File: src/rtl/asc_scan_chain_driver.sv
// Scan-chain driver: buffers one ASC packet, shifts it MSB-first into the analog scan chain
// on a divided clock, strobes scan_update, then returns a single ACK byte.
module asc_scan_chain_driver #(
    parameter int          PACKET_BYTES = 22,
    parameter int          SCAN_BITS    = 176,
    parameter int          CLK_DIV      = 8,
    parameter logic [7:0]  ACK_BYTE     = 8'h01
) (
    input  logic       clk,
    input  logic       reset_n,
    input  logic       asc_data_valid,
    output logic       asc_data_ready,
    input  logic [7:0] asc_data_in,
    output logic       asc_response_valid,
    input  logic       asc_response_ready,
    output logic [7:0] asc_response_data,
    output logic       scan_clk,
    output logic       scan_en,
    output logic       scan_data_out,
    output logic       scan_update,
    output logic       busy
);

    localparam int BYTE_W = $clog2(PACKET_BYTES + 1);
    localparam int BIT_W  = $clog2(SCAN_BITS + 1);
    localparam int ADDR_W = (PACKET_BYTES > 1) ? $clog2(PACKET_BYTES) : 1;

    localparam logic [7:0]        DIV_LAST  = 8'(CLK_DIV - 1);
    localparam logic [BYTE_W-1:0] BYTE_LAST = BYTE_W'(PACKET_BYTES - 1);
    localparam logic [BIT_W-1:0]  BIT_LAST  = BIT_W'(SCAN_BITS - 1);

    generate
        if (SCAN_BITS < 1 || SCAN_BITS > PACKET_BYTES * 8) begin : g_bad_scan_bits
            $error("SCAN_BITS must be in 1..PACKET_BYTES*8");
        end
        if (CLK_DIV < 1 || CLK_DIV > 255) begin : g_bad_clk_div
            $error("CLK_DIV must be in 1..255");
        end
    endgenerate

    typedef enum logic [1:0] {
        ST_LOAD,
        ST_SHIFT,
        ST_UPDATE,
        ST_RESP
    } state_t;

    state_t            state_q, state_d;
    logic [BYTE_W-1:0] byte_cnt_q, byte_cnt_d;
    logic [BIT_W-1:0]  bit_cnt_q, bit_cnt_d;
    logic [7:0]        div_cnt_q, div_cnt_d;
    logic              phase_q, phase_d;

    logic [7:0] pkt_mem [PACKET_BYTES];
    logic       in_fire;
    logic [7:0] rd_byte;
    logic [2:0] bit_sel;

    assign in_fire = asc_data_ready && asc_data_valid;

    // Packet buffer holds no reset: byte_cnt restarting at 0 is what discards stale contents.
    always_ff @(posedge clk) begin
        if (in_fire) begin
            pkt_mem[ADDR_W'(byte_cnt_q)] <= asc_data_in;
        end
    end

    assign rd_byte = pkt_mem[ADDR_W'(bit_cnt_q >> 3)];
    assign bit_sel = 3'(bit_cnt_q);

    always_ff @(posedge clk or negedge reset_n) begin
        if (!reset_n) begin
            state_q    <= ST_LOAD;
            byte_cnt_q <= '0;
            bit_cnt_q  <= '0;
            div_cnt_q  <= '0;
            phase_q    <= 1'b0;
        end else begin
            state_q    <= state_d;
            byte_cnt_q <= byte_cnt_d;
            bit_cnt_q  <= bit_cnt_d;
            div_cnt_q  <= div_cnt_d;
            phase_q    <= phase_d;
        end
    end

    always_comb begin
        state_d    = state_q;
        byte_cnt_d = byte_cnt_q;
        bit_cnt_d  = bit_cnt_q;
        div_cnt_d  = div_cnt_q;
        phase_d    = phase_q;
        case (state_q)
            ST_LOAD: begin
                if (in_fire) begin
                    byte_cnt_d = byte_cnt_q + BYTE_W'(1);
                    if (byte_cnt_q == BYTE_LAST) begin
                        state_d   = ST_SHIFT;
                        bit_cnt_d = '0;
                        div_cnt_d = '0;
                        phase_d   = 1'b0;
                    end
                end
            end
            ST_SHIFT: begin
                // phase_q=0 is the low half of a bit window, phase_q=1 the high half.
                if (div_cnt_q == DIV_LAST) begin
                    div_cnt_d = '0;
                    phase_d   = ~phase_q;
                    if (phase_q) begin
                        if (bit_cnt_q == BIT_LAST) begin
                            state_d   = ST_UPDATE;
                            bit_cnt_d = '0;
                        end else begin
                            bit_cnt_d = bit_cnt_q + BIT_W'(1);
                        end
                    end
                end else begin
                    div_cnt_d = div_cnt_q + 8'd1;
                end
            end
            ST_UPDATE: begin
                if (div_cnt_q == DIV_LAST) begin
                    div_cnt_d = '0;
                    state_d   = ST_RESP;
                end else begin
                    div_cnt_d = div_cnt_q + 8'd1;
                end
            end
            ST_RESP: begin
                if (asc_response_ready) begin
                    state_d    = ST_LOAD;
                    byte_cnt_d = '0;
                end
            end
            default: state_d = ST_LOAD;
        endcase
    end

    // Ready is gated by reset_n so nothing is offered while reset is held.
    assign asc_data_ready     = reset_n && (state_q == ST_LOAD);
    assign busy               = (state_q != ST_LOAD);
    assign scan_en            = (state_q == ST_SHIFT);
    assign scan_clk           = scan_en && phase_q;
    assign scan_data_out      = scan_en && rd_byte[~bit_sel];
    assign scan_update        = (state_q == ST_UPDATE);
    assign asc_response_valid = (state_q == ST_RESP);
    assign asc_response_data  = asc_response_valid ? ACK_BYTE : 8'h00;

endmodule

File: config.mk
export PLATFORM = sky130hd
export DESIGN_NAME = asc_scan_chain_driver
export DESIGN_NICKNAME = d
export VERILOG_FILES = /design/src/rtl/asc_scan_chain_driver.sv
export SDC_FILE = /design/constraint.sdc
export NUM_CORES = 1
export LEC_CHECK = 0
export ABC_AREA = 0
export CAP_MARGIN = 10
export CORE_UTILIZATION = 55
export CTS_CLUSTER_SIZE = 28
export DETAILED_ROUTE_END_ITERATION = 16
export GPL_TIMING_DRIVEN = 0
export PLACE_DENSITY = 0.73
export SLEW_MARGIN = 30
export SYNTH_ARGS = -nofsm -noshare
export SYNTH_HDL_FRONTEND = slang
export SYNTH_SLANG_ARGS = --single-unit
File: constraint.sdc
create_clock -name clk -period 4.4 [get_ports clk]
set_input_delay 0.88 -clock clk [delete_from_list [all_inputs] [get_ports clk]]
set_output_delay 0.88 -clock clk [all_outputs]
set_load 0.01 [all_outputs]
==> impl_metrics.ini <==
[outcome]
status = finished, final reports clean

[drt]
antenna_left = 0
wire_per_inst_um = 24.0
routed_wl_um = 18800
avgViaCountPerCell = 6.42
drt_iter0_drc = 529
drc = 0
num_vias = 5036
drtPass1Iterations = 6

[timing]
period_minus_slack_ns = 4.28
setup_viol = 0
relSlewSlack_pct = 34.7
final.setup_skew_ns = 0.0104
fin_crit_sh_pct = 97.2
rsz0062_at_grt = no
maxSlewViolCount = 0
fmax_ghz = 0.234
hold_violations = 0
worst_pin_slew_ns = 0.977

[clock_network]
path_clk_slew_ns = 0.06
clk_latency_ns = 0.43
cts.sinks = 200
clockBufferDepth = 2
htree_levels = 4
cts_tree = built
clock-root-buffer = clkbuf_16
cts-buffers-inserted = 17

[pwr]
powerDensity_nw_per_um2 = 386
p_sw_mw = 0.692
p_seq_share_pct = 55.9
power_frac_comb_pct = 1.3
p_int_mw = 3.00
swShare_pct = 18.7
power.leakage_nw = 3.24
max-vdd-ir-drop_uv = 342
fin_total_pwr_mw = 3.70
clkPwrFrac_pct = 42.8

[critical_path]
crit_chain = buf_4, buf_4, clkbuf_2, o211ai_1, a21oi_1, a2111oi_0, o41ai_1, a311oi_2, clkdlybuf4s50_1
cp_num_buf_inv = 4
cp_max_fo = 10
crit_path_start_kind = flop
cpMaxStageDelayCell = clkdlybuf4s50_1
critPathMostFrequentCell = buf_4
max_stage_delay_ns = 0.60
path_delay_family = buffers and inverters
cp.arrival_ns = 3.40
worst_setup_path_end_kind = primary output
criticalPathCategory = flop to primary output
required_ns = 3.52

[grt]
grt-ovfl-total = 0
grt_max_degree = 28
antenna_found_initial = 0
grt.total_usage_pct = 25.1
grt_pass1_wl_um = 28200
grt_pass1_vias = 4757

[final_layout]
mostFrequentLayoutCell = edfxtp_1
drive_gt1_share_pct = 16.4
area_growth_pct = 12.7
diodes = 0
fin_nets = 605
fin_area_um2 = 9570
layout_common_cells = 176 x edfxtp_1, 40 x nor2_1, 32 x nand2_1

[floorplan]
initial_core_util_pct = 56.1
coreArea_um2 = 15100
die_w_um = 126
die_area_um2 = 16000
num_rows = 45
die_h_um = 126
ios = 27

[yosys]
synthFlopType = edfxtp_1
ys_types = 50
yosys_register_bits = 200
async_flop_share_pct = 12.0
synth_top_area_share_pct = 62.2
synth_area_leaders = edfxtp_1 62%, mux4_2 8.0%, dfrtp_1 7.1%
yosysTopAreaCell = edfxtp_1
synth_cells = 540
synth-edff-count = 176
yosys_warnings = 0
syn-mean-instance-area_um2 = 15.7
syn_area_um2 = 8500
ys_seq_area_share_pct = 69.3

[worst_hold_path]
min_path_type = input pin to async pin

[placed_design]
port_buffers = 19
hpwlAfterDp_um = 12600
placed_cell_area_um2 = 8940
place_congestion = 0.912

[run]
maxCapViolations = 0
## final timing paths
check                        startpoint            end  slack, ns  cells after the start
setup / recovery           bit_cnt_q[3]  scan_data_out       0.12                      9
min in group clk           div_cnt_q[7]   div_cnt_q[7]       0.50                      1
max in group asynchronous       reset_n   bit_cnt_q[4]       3.51                      1
hold reg to reg            div_cnt_q[7]   div_cnt_q[7]       0.50                      1
setup reg to reg             state_q[0]   div_cnt_q[5]       1.42                      8
hold / removal                  reset_n     state_q[0]       0.45                      1
## through the flow
stage | hold slack, ns | setup slack [ns] | util [%] | TNS [ns] | instances
2_1_floorplan | 0.446 | 1.42 | - | 0 | 546
3_3_place_gp | 0.472 | -0.0415 | 59.1 | -0.0716 | 753
3_5_place_dp | 0.484 | -0.0664 | 59.0 | -0.0664 | 753
4_1_cts | 0.468 | 0.0209 | 63.1 | 0 | 784
5_1_grt | 0.498 | 0.0308 | 63.2 | 0 | 784
6_report | 0.455 | 0.125 | 63.2 | 0 | 784
## power groups by stage
| stage | logic [mW] | clock network, mW | registers (mW) |
|---|---|---|---|
| after floorplan | 0.00735 | 0 | 2.10 |
| after global placement | 0.0460 | 0 | 2.11 |
| after detailed placement | 0.0483 | 0 | 2.11 |
| after CTS | 0.0482 | 1.59 | 2.06 |
| after global routing | 0.0519 | 1.66 | 2.06 |
| final | 0.0476 | 1.58 | 2.06 |
## Yosys cell counts (3+ instances only)
library cell  number
a2111oi_0          6
a21oi_1            8
a31oi_1            4
and2_1             6
and3_1             4
buf_1              4
buf_2              7
buf_4              8
clkbuf_1          14
dfrtp_1           24
edfxtp_1         176
ha_1              10
inv_1             15
mux2_2             6
mux2i_1           27
mux4_2            30
nand2_1           32
nand2b_1           3
nand3_1           10
nand3b_1           8
nand4_1            8
nor2_1            40
nor2b_1            9
nor3_1             5
o211ai_1           7
o21ai_0           27
o221ai_1           6
o31ai_1            8
## repair_timing
item,4_1_cts,5_1_grt
buffers inserted,0,0
setup endpoints to repair,1,1
resized for setup,11,3
hold buffers,0,0
## sequential cells by signal, summed over array words and instances (netlist names)
name and cells:
div_cnt_q 8, byte_cnt_q 5, pkt_mem 176, bit_cnt_q 8, state_q 2, phase_q 1
## logic make-up (layout without fill, tap and decap cells)
group	count (synthesis)	in the layout	synth area share [%]
buffers and inverters	48	98	2.58
and+or+nand+nor	136	136	8.10
muxes	63	63	11.9
other	1	7	0.0441
DFF	200	200	69.3
AOI/OAI and AO/OA	82	82	6.61
adders and majority gates	10	10	1.47
## layer usage
| metal | vias to the layer above | share of wire (%) | track usage (%) |
|---|---|---|---|
| li1 | 2185 | - | - |
| met1 | 2552 | 41 | 34.7 |
| met2 | 248 | 48 | 39.2 |
| met3 | 51 | 7.0 | 4.05 |
| met4 | 0 | 4.0 | 12.8 |
| met5 | - | 0 | 0 |
## final cells by class
class	count	area [um2]
flip-flops and latches	200	5890
multi-input cells	298	2420
plain buffers	32	183
clock inverters	11	146
well taps	188	235
repair buffers	19	185
inverters	15	56.3
clock buffers	21	460
fillers	1051	5570
(Power assumes the default switching activity.)
